--- src/rtl/div_pkg.sv ---
// -----------------------------------------------------------------------------
// div_pkg
// Shared definitions for the multi-cycle divide sequencer:
//   - div_state_e : sequencer state encoding (IDLE, RUN, FIX)
//   - DIV_WIDTH   : default operand/result width
//   - DIV_CNT_W   : width of the iteration counter, clog2(DIV_WIDTH)
// -----------------------------------------------------------------------------
package div_pkg;

    typedef enum logic [1:0] {
        IDLE = 2'd0,
        RUN  = 2'd1,
        FIX  = 2'd2
    } div_state_e;

    localparam int DIV_WIDTH = 32;
    localparam int DIV_CNT_W = $clog2(DIV_WIDTH);

endpackage

--- src/rtl/div_step.sv ---
// -----------------------------------------------------------------------------
// div_step
// One combinational non-restoring division iteration.
// Ports:
//   aq      in  2*WIDTH+1  current {A,Q}; A is WIDTH+1 bits (two's complement)
//   m       in  WIDTH      divisor magnitude M
//   aq_next out 2*WIDTH+1  {A,Q} after shift and add/subtract
// -----------------------------------------------------------------------------
module div_step
    import div_pkg::*;
#(
    parameter int WIDTH = DIV_WIDTH
) (
    input  logic [2*WIDTH:0] aq,
    input  logic [WIDTH-1:0] m,
    output logic [2*WIDTH:0] aq_next
);

    logic [2*WIDTH:0] shifted_s;
    logic [WIDTH:0]   a_shift_s;
    logic [WIDTH:0]   m_ext_s;
    logic [WIDTH:0]   a_new_s;
    logic             sign_s;

    // Shift {A,Q} left, then add or subtract M based on the pre-shift sign of A.
    // The pre-shift sign is used because the shifted value may wrap, while the
    // post-add/subtract result always fits back into WIDTH+1 bits.
    always_comb begin
        sign_s    = aq[2*WIDTH];
        shifted_s = {aq[2*WIDTH-1:0], 1'b0};
        a_shift_s = shifted_s[2*WIDTH:WIDTH];
        m_ext_s   = {1'b0, m};
        if (sign_s) begin
            a_new_s = a_shift_s + m_ext_s;
        end else begin
            a_new_s = a_shift_s + (~m_ext_s) + {{WIDTH{1'b0}}, 1'b1};
        end
        aq_next = {a_new_s, shifted_s[WIDTH-1:1], ~a_new_s[WIDTH]};
    end

endmodule

--- src/rtl/div_sequencer.sv ---
// -----------------------------------------------------------------------------
// div_sequencer
// Multi-cycle non-restoring integer divider: one iteration per clock, then a
// remainder-correction cycle. Normal latency WIDTH+1 cycles after acceptance,
// divide-by-zero completes in the cycle after acceptance.
// Optional feature macro: DIV_SIGNED_EN (two's-complement operands, truncating
// division). Undefined -> unsigned only.
// Ports:
//   clock     in   rising-edge clock
//   clear     in   asynchronous active-high reset
//   start     in   divide request, sampled only while idle
//   dividend  in   numerator, captured on the accepting edge
//   divisor   in   denominator, captured on the accepting edge
//   busy      out  operation in progress
//   done      out  one-cycle completion pulse
//   quotient  out  quotient, held until the next completion
//   remainder out  remainder, held until the next completion
//   div_zero  out  divisor was zero, held like the results
// -----------------------------------------------------------------------------
module div_sequencer
    import div_pkg::*;
#(
    parameter int WIDTH = DIV_WIDTH
) (
    input  logic             clock,
    input  logic             clear,
    input  logic             start,
    input  logic [WIDTH-1:0] dividend,
    input  logic [WIDTH-1:0] divisor,
    output logic             busy,
    output logic             done,
    output logic [WIDTH-1:0] quotient,
    output logic [WIDTH-1:0] remainder,
    output logic             div_zero
);

    localparam int               CNT_W    = $clog2(WIDTH);
    localparam logic [CNT_W-1:0] LAST_CNT = CNT_W'(WIDTH - 1);
    localparam logic [WIDTH-1:0] ZERO_W   = {WIDTH{1'b0}};
    localparam logic [WIDTH-1:0] ONES_W   = {WIDTH{1'b1}};
`ifdef DIV_SIGNED_EN
    localparam logic [WIDTH-1:0] ONE_W    = {{(WIDTH-1){1'b0}}, 1'b1};
`endif

    div_state_e       state_r;
    div_state_e       state_next_s;
    logic [CNT_W-1:0] count_r;
    logic [WIDTH:0]   acc_r;
    logic [WIDTH-1:0] quo_r;
    logic [WIDTH-1:0] dsr_r;
    logic [WIDTH-1:0] dvd_raw_r;
    logic             zero_r;
`ifdef DIV_SIGNED_EN
    logic             neg_quo_r;
    logic             neg_rem_r;
    logic             neg_quo_s;
    logic             neg_rem_s;
`endif

    logic             busy_r;
    logic             done_r;
    logic             div_zero_r;
    logic [WIDTH-1:0] quotient_r;
    logic [WIDTH-1:0] remainder_r;

    logic [2*WIDTH:0] step_next_s;
    logic [WIDTH-1:0] dvd_mag_s;
    logic [WIDTH-1:0] dsr_mag_s;
    logic [WIDTH-1:0] rem_fix_s;
    logic [WIDTH-1:0] quo_res_s;
    logic [WIDTH-1:0] rem_res_s;

    div_step #(
        .WIDTH   (WIDTH)
    ) u_step (
        .aq      ({acc_r, quo_r}),
        .m       (dsr_r),
        .aq_next (step_next_s)
    );

    // Operand conditioning at capture: magnitudes and result signs when signed.
    always_comb begin
`ifdef DIV_SIGNED_EN
        neg_rem_s = dividend[WIDTH-1];
        neg_quo_s = dividend[WIDTH-1] ^ divisor[WIDTH-1];
        if (dividend[WIDTH-1]) begin
            dvd_mag_s = ~dividend + ONE_W;
        end else begin
            dvd_mag_s = dividend;
        end
        if (divisor[WIDTH-1]) begin
            dsr_mag_s = ~divisor + ONE_W;
        end else begin
            dsr_mag_s = divisor;
        end
`else
        dvd_mag_s = dividend;
        dsr_mag_s = divisor;
`endif
    end

    // Final correction: restore a negative remainder, then apply result signs.
    // Only the low WIDTH bits of A are kept, so the add can be done at WIDTH.
    always_comb begin
        if (acc_r[WIDTH]) begin
            rem_fix_s = acc_r[WIDTH-1:0] + dsr_r;
        end else begin
            rem_fix_s = acc_r[WIDTH-1:0];
        end
`ifdef DIV_SIGNED_EN
        if (neg_quo_r) begin
            quo_res_s = ~quo_r + ONE_W;
        end else begin
            quo_res_s = quo_r;
        end
        if (neg_rem_r) begin
            rem_res_s = ~rem_fix_s + ONE_W;
        end else begin
            rem_res_s = rem_fix_s;
        end
`else
        quo_res_s = quo_r;
        rem_res_s = rem_fix_s;
`endif
    end

    // State register.
    always_ff @(posedge clock or posedge clear) begin
        if (clear) begin
            state_r <= IDLE;
        end else begin
            state_r <= state_next_s;
        end
    end

    // Next-state logic: a zero divisor skips the iterations entirely.
    always_comb begin
        state_next_s = state_r;
        case (state_r)
            IDLE: begin
                if (start) begin
                    if (divisor == ZERO_W) begin
                        state_next_s = FIX;
                    end else begin
                        state_next_s = RUN;
                    end
                end else begin
                    state_next_s = IDLE;
                end
            end
            RUN: begin
                if (count_r == LAST_CNT) begin
                    state_next_s = FIX;
                end else begin
                    state_next_s = RUN;
                end
            end
            FIX:     state_next_s = IDLE;
            default: state_next_s = IDLE;
        endcase
    end

    // Datapath: operand capture, iteration, counter and result registers.
    always_ff @(posedge clock or posedge clear) begin
        if (clear) begin
            count_r     <= {CNT_W{1'b0}};
            acc_r       <= {(WIDTH+1){1'b0}};
            quo_r       <= ZERO_W;
            dsr_r       <= ZERO_W;
            dvd_raw_r   <= ZERO_W;
            zero_r      <= 1'b0;
`ifdef DIV_SIGNED_EN
            neg_quo_r   <= 1'b0;
            neg_rem_r   <= 1'b0;
`endif
            busy_r      <= 1'b0;
            done_r      <= 1'b0;
            div_zero_r  <= 1'b0;
            quotient_r  <= ZERO_W;
            remainder_r <= ZERO_W;
        end else begin
            done_r <= 1'b0;
            case (state_r)
                IDLE: begin
                    if (start) begin
                        acc_r     <= {(WIDTH+1){1'b0}};
                        count_r   <= {CNT_W{1'b0}};
                        quo_r     <= dvd_mag_s;
                        dsr_r     <= dsr_mag_s;
                        dvd_raw_r <= dividend;
                        zero_r    <= (divisor == ZERO_W);
`ifdef DIV_SIGNED_EN
                        neg_quo_r <= neg_quo_s;
                        neg_rem_r <= neg_rem_s;
`endif
                        busy_r    <= 1'b1;
                    end else begin
                        busy_r    <= 1'b0;
                    end
                end
                RUN: begin
                    {acc_r, quo_r} <= step_next_s;
                    count_r        <= count_r + {{(CNT_W-1){1'b0}}, 1'b1};
                end
                FIX: begin
                    if (zero_r) begin
                        quotient_r  <= ONES_W;
                        remainder_r <= dvd_raw_r;
                        div_zero_r  <= 1'b1;
                    end else begin
                        quotient_r  <= quo_res_s;
                        remainder_r <= rem_res_s;
                        div_zero_r  <= 1'b0;
                    end
                    done_r <= 1'b1;
                    busy_r <= 1'b0;
                end
                default: begin
                    busy_r <= 1'b0;
                end
            endcase
        end
    end

    assign busy      = busy_r;
    assign done      = done_r;
    assign quotient  = quotient_r;
    assign remainder = remainder_r;
    assign div_zero  = div_zero_r;

endmodule

--- config.mk ---
export PLATFORM = sky130hd
export DESIGN_NAME = div_sequencer
export DESIGN_NICKNAME = d
export VERILOG_FILES = /design/src/rtl/div_pkg.sv /design/src/rtl/div_step.sv /design/src/rtl/div_sequencer.sv
export SDC_FILE = /design/constraint.sdc
export NUM_CORES = 1
export LEC_CHECK = 0
export CORE_ASPECT_RATIO = 1.25
export CORE_MARGIN = 2
export CORE_UTILIZATION = 58
export DETAILED_ROUTE_END_ITERATION = 12
export GPL_ROUTABILITY_DRIVEN = 0
export PLACE_DENSITY_LB_ADDON = 0.05
export SLEW_MARGIN = 20
export SYNTH_ARGS = -nofsm -noshare
export SYNTH_HDL_FRONTEND = slang
export SYNTH_SLANG_ARGS = --single-unit
--- constraint.sdc ---
create_clock -name clock -period 9.9 [get_ports clock]
set_clock_uncertainty 0.05 [all_clocks]
set_input_delay 1.98 -clock clock [delete_from_list [all_inputs] [get_ports clock]]
set_output_delay 1.98 -clock clock [all_outputs]
set_load 0.05 [all_outputs]
# Word-level counts from Yosys, hierarchy flattened
# Index checks and enable logic that the tools add are counted.
[totals]
input_bits = 67
output_inout_bits = 67
word_cells = 46
regBits = 204
[classes]
muxes = 18
add_sub_neg = 5
eq_ne = 4
n_reduce_logical = 5
bitwise_logic = 2
[op_table]
columns = ["operator", "n"]
rows = [
  ["32-bit two-way mux", 4],
  ["33-bit two-way mux", 2],
  ["33-bit case mux with 2 select lines", 1],
  ["32-bit case mux with 2 select lines", 1],
  ["33-bit by 1-bit adder with 33-bit output, second input constant", 1],
  ["33-bit by 32-bit adder with 33-bit output", 1],
  ["33-bit adder", 1],
  ["32-bit NOT with 33-bit output", 1],
  ["32-bit adder", 1],
  ["32-bit logical NOT", 1],
  ["5-bit case mux with 2 select lines", 1],
  ["2-bit two-way mux", 3],
  ["5-bit by 1-bit adder with 5-bit output, second input constant", 1],
  ["5-bit equality test, second input constant", 1],
  ["5-bit two-way mux", 1],
  ["2-bit case mux with 2 select lines", 1],
  ["2-bit AND reduction", 2],
  ["1-bit two-way mux", 3],
  ["2-bit by 1-bit equality test with 1-bit output, second input constant", 1],
  ["2-bit equality test, second input constant", 1],
  ["2-bit logical NOT", 1],
  ["2-bit inequality test, second input constant", 1],
  ["1-bit case mux with 2 select lines", 1],
  ["2-bit nonzero test", 1],
  ["1-bit NOT", 1],
]

# Longest topological paths before layout
[logic_depth]
word_depth = 6
ltp_mapped = 12
depth_no_buf = 12

# Hierarchy
# A second synthesis with hierarchy kept.
[hier_totals]
cells_unflattened = 1728
area_unflattened_um2 = 14272.4
[by_module_without_submodules]
columns = ["mod", "cells_per_inst", "seq_area_each_um2", "area_per_inst_um2", "instances"]
rows = [
  ["div_sequencer", 1109, 5104.9, 10137.2, 1],
  ["div_step", 619, 0.0, 4135.2, 1],
]

# Worst setup path after synthesis
# No wires, ideal clock.
[synth_path]
kind = "register to register"
from = "register acc_r[0]"
to = "register remainder_r[30] (netlist: remainder[30])"
path_stages_with_launch = 12
t_arrival_ns = 2.978
setup_ns = 0.128
setup_slack_ns = 6.744
path_buffers = 0
t_required_ns = 9.722
synth_period_minus_slack_ns = 3.156
cell_sequence = "dfrtp_1 > ha_1 > fa_1 > a211o_1 > a211oi_1 > nor3_1 > a211o_1 > a21oi_1 > o21ai_0 > a221oi_1 > xnor2_1 > o22ai_1"
[synth_between]
elab_chain_len = 3
[synth_rtl]
columns = ["item", "line_no", "text"]
rows = [
  ["start, declared", "div_sequencer.sv:48", "logic [WIDTH:0] acc_r;"],
  ["start signal, assigned", "div_sequencer.sv:167", "acc_r <= {(WIDTH+1){1'b0}};"],
  ["start signal, assigned", "div_sequencer.sv:186", "acc_r <= {(WIDTH+1){1'b0}};"],
  ["start signal, assigned", "div_sequencer.sv:202", "{acc_r, quo_r} <= step_next_s;"],
  ["32-bit adder", "div_sequencer.sv:106", "rem_fix_s = acc_r[WIDTH-1:0] + dsr_r;"],
  ["32-bit two-way mux", "div_sequencer.sv:105", "if (acc_r[WIDTH]) begin"],
  ["32-bit two-way mux", "div_sequencer.sv:206", "if (zero_r) begin"],
  ["end signal, assigned", "div_sequencer.sv:208", "remainder_r <= dvd_raw_r;"],
  ["end signal, assigned", "div_sequencer.sv:212", "remainder_r <= rem_res_s;"],
  ["end, declared", "div_sequencer.sv:64", "logic [WIDTH-1:0] remainder_r;"],
]
# No other way between the ends.
# A chain may end at the register's enable or synchronous reset.

# Final worst setup path
[layout_path]
from = "register dsr_r[0]"
to = "register acc_r[32]"
[layout_between]
elab_chain_len = 5
word_cells_on_any_way = 6
cone_classes = "3 x add/sub; 2 x mux; 1 x bitwise"
[layout_rtl]
columns = ["item", "line_no", "text"]
rows = [
  ["start, declared", "div_sequencer.sv:50", "logic [WIDTH-1:0] dsr_r;"],
  ["start signal, assigned", "div_sequencer.sv:189", "dsr_r <= dsr_mag_s;"],
  ["32-bit NOT with 33-bit output", "div_step.sv:36", "a_new_s = a_shift_s + (~m_ext_s) + {{WIDTH{1'b0}}, 1'b1};"],
  ["33-bit adder", "div_step.sv:36", ""],
  ["33-bit by 1-bit adder with 33-bit output", "div_step.sv:36", ""],
  ["33-bit two-way mux *", "div_step.sv:33", "if (sign_s) begin"],
  ["33-bit case mux with 2 select lines *", "div_sequencer.sv:183", "case (state_r)"],
]
# Mark *: on every way between the ends. The rest lies on a longest branch, timed or not.

==> impl_metrics.tcl <==
set metrics [dict create \
    worst_ep_arrival_time_ns 4.26 \
    worst_pin_slew_ns 0.983 \
    hp-class "reg -> reg" \
    synth_cells 1627 \
    clk_latency_ns 0.52 \
    portBuffers 133 \
    clk_path_buf_depth 3 \
    cp.required_ns 10.26 \
    yosysSeqAreaShare 0.384 \
    final_cell_mix "nand2_1 (341), dfrtp_1 (202), o21ai_0 (181)" \
    syn_avg_cell_area_um2 8.18 \
    setup_violations 0 \
    io_pins 134 \
    period_share 0.394 \
    status "complete, no violations" \
    place_area_um2 14700 \
    die_area_um2 24200 \
    drive_gt1_frac 0.0419 \
    synth_cell_types 69 \
    grt_remaining_overflow 0 \
    rows 61 \
    reg2reg_from "dsr_r[0]$_DFFE_PP0P_" \
    maxSlewViolCount 0 \
    grt_pass1_vias 12100 \
    die_w_um 139 \
    crit_fanout 4 \
    combinationalPowerShare 0.627 \
    routed_wirelength_um 38500 \
    antennaDiodeCount 0 \
    ir_worst_vdd_v 0.000266 \
    hpwl_um 27400 \
    cts.sinks 204 \
    critPathLaunchType "register" \
    cts.clk_slew.worst_paths_ns 0.06 \
    routed-via-count 12400 \
    pre_cts_ws_ns 5.54 \
    rsz0062_at_grt "no" \
    hold_path_startpoint "quotient[20]$_DFFE_PP0P_" \
    min_to "quotient[20]$_DFFE_PP0P_" \
    area_growth_pct 16.5 \
    async_flop_share 1.00 \
    grtUsageTotal 0.310 \
    p_switching_uw 3070 \
    fin_ws_ns 6.00 \
    h-tree-depth 1 \
    slew_headroom 0.345 \
    cts_tree "yes" \
    die_h_um 173 \
    drtPass1Iterations 5 \
    synth_fp_nets 1794 \
    endpoint_kind "register" \
    vias_per_cell 6.22 \
    cap_viol_max_count 0 \
    avgRoutedWirePerCell_um 19.2 \
    ant_nets 0 \
    p_clk_frac 0.135 \
    power_density_nw_per_um2 406 \
    synth_edf_count 0 \
    fmax_mhz 256 \
    fin_crit_ns 3.90 \
    root_buffer "clkbuf_16" \
    swShare 0.488 \
    max_stage_delay_ns 0.50 \
    rr_endpoint "acc_r[32]$_DFFE_PP0P_" \
    leakage_uw 0.00716 \
    finalNonFillerCells 2000 \
    seqPwrFrac 0.238 \
    drc 0 \
    intPower_uw 3220 \
    antenna_found_initial 0 \
    stdcell_area_um2 15500 \
    layout_commonest_cell "nand2_1" \
    fin_nets 1871 \
    cts_setup_buffers 0 \
    synthesis.area_um2 13300 \
    core_area_um2 22400 \
    grt_start_max_net_pins 128 \
    cts_resized 0 \
    drtIter0Drc 1009 \
    yosys_warnings 0 \
    reg2reg_slack_ns 6.00 \
    min_path_cells 2 \
    floorplan.initialDensity 0.595 \
    hold_violations 0 \
    grt_pass1_wl_um 61600 \
    path_cells "ha_1, inv_1, fa_1, nor2_1, o311ai_0, a31oi_1, a21oi_1, o21ai_0, a21oi_1, nor4_1, o21ai_0, a32o_1" \
    cts-buffers-inserted 23 \
    reg2reg_depth 12 \
    setup.worst_path.start "dsr_r[0]$_DFFE_PP0P_" \
    tns_ns 0 \
    dpl.cell_count 1962 \
    synth-main-ff-cell "dfrtp_1" \
    yosys_register_bits 204 \
    slowest_stage "o21ai_0" \
    hold_buffers 0 \
    criticalPathCategory "reg -> reg" \
]
==> worst max path at each step <==
stage / end / slack (ns)
detailed placement: acc_r[25]$_DFFE_PP0P_ / 5.54
CTS: acc_r[25]$_DFFE_PP0P_ / 6.06
global placement: acc_r[25]$_DFFE_PP0P_ / 5.57
floorplan: acc_r[0]$_DFFE_PP0P_ / 2.30
global route: acc_r[32]$_DFFE_PP0P_ / 5.72
finish: acc_r[32]$_DFFE_PP0P_ / 6.00
==> cell type report <==
cell class              count  area, um^2
well taps                 283         354
flip-flops and latches    204        5110
repair buffers            144        1410
inverters                  78         300
fillers                  1889        6870
clock buffers              34         687
clock inverters             4        60.1
multi-input cells        1253        7570
==> critical path, delay by kind of cell (launching register included) <==
kind                       cells  cell delay (ns)
and+or+nand+nor                2             0.52
AOI/OAI and AO/OA              7             2.12
buffers and inverters          1             0.07
DFF                            1             0.42
adders and majority gates      2             0.61
==> sequential cells by signal, summed over array words and instances, names as in the netlist, 2 cells and up <==
register,flops
quo_r,32
dvd_raw_r,32
remainder,32
acc_r,33
count_r,5
dsr_r,32
state_r,2
quotient,32
==> power groups by stage <==
stage | clock network (uW) | registers [uW] | logic, uW
2_1_floorplan | 0 | 1470 | 2910
3_3_place_gp | 0 | 1500 | 3770
3_5_place_dp | 0 | 1500 | 3860
4_1_cts | 856 | 1490 | 3890
5_1_grt | 888 | 1530 | 4350
6_report | 850 | 1500 | 3940
==> stage by stage <==
stage | hold slack [ns] | utilization | total power (uW)
3_5_place_dp | 0.404 | 0.660 | 5360
3_3_place_gp | 0.400 | 0.660 | 5260
5_1_grt | 0.432 | 0.693 | 6770
4_1_cts | 0.417 | 0.693 | 6230
6_report | 0.412 | 0.693 | 6290
2_1_floorplan | 0.389 | - | 4370
==> kinds of logic (layout without fill, tap and decap cells) <==
family | count (synthesis) | after routing | share of synthesized area
AOI/OAI and AO/OA | 522 | 522 | 0.245
xor gates and xnor gates | 50 | 50 | 0.0329
DFF | 204 | 204 | 0.384
muxes | 15 | 15 | 0.0116
and+or+nand+nor | 566 | 566 | 0.182
adders and majority gates | 100 | 100 | 0.0957
buffers and inverters | 170 | 260 | 0.0487
==> cell usage after synthesis, drive strengths merged (4+ instances only) <==
master / instances / area, um^2
and3: 9 / 56.3
o21a: 7 / 52.6
ha: 97 / 1210
and2: 7 / 43.8
clkbuf: 75 / 282
a31oi: 14 / 87.6
xor2: 13 / 114
nor4: 16 / 100
a21boi: 5 / 37.5
o21ai: 181 / 906
a211o: 6 / 52.6
a221oi: 17 / 149
dfrtp: 204 / 5100
a22oi: 35 / 263
nor2: 88 / 330
inv: 76 / 285
nand4: 10 / 62.6
o31ai: 7 / 52.6
a21oi: 109 / 549
buf: 17 / 73.8
nand2b: 8 / 50.1
o22ai: 15 / 93.8
o31a: 4 / 35.0
nand3: 28 / 140
o2111ai: 5 / 50.0
o21bai: 19 / 143
nand2: 342 / 1280
mux2i: 12 / 120
o211ai: 12 / 90.1
nor3: 25 / 125
or2: 7 / 43.8
a21o: 31 / 233
nor2b: 10 / 62.6
or3: 5 / 31.3
xnor2: 37 / 324
a31o: 4 / 35.0
a211oi: 26 / 195
==> routing by layer <==
layer | part of all wire | global-route usage | wire length (um)
met1 | 0.39 | 0.385 | 15200
met2 | 0.50 | 0.547 | 19300
met3 | 0.056 | 0.0312 | 2180
met4 | 0.047 | 0.137 | 1800
met5 | 0 | 0 | 0
No activity file was read; power rests on OpenSTA's default activity.
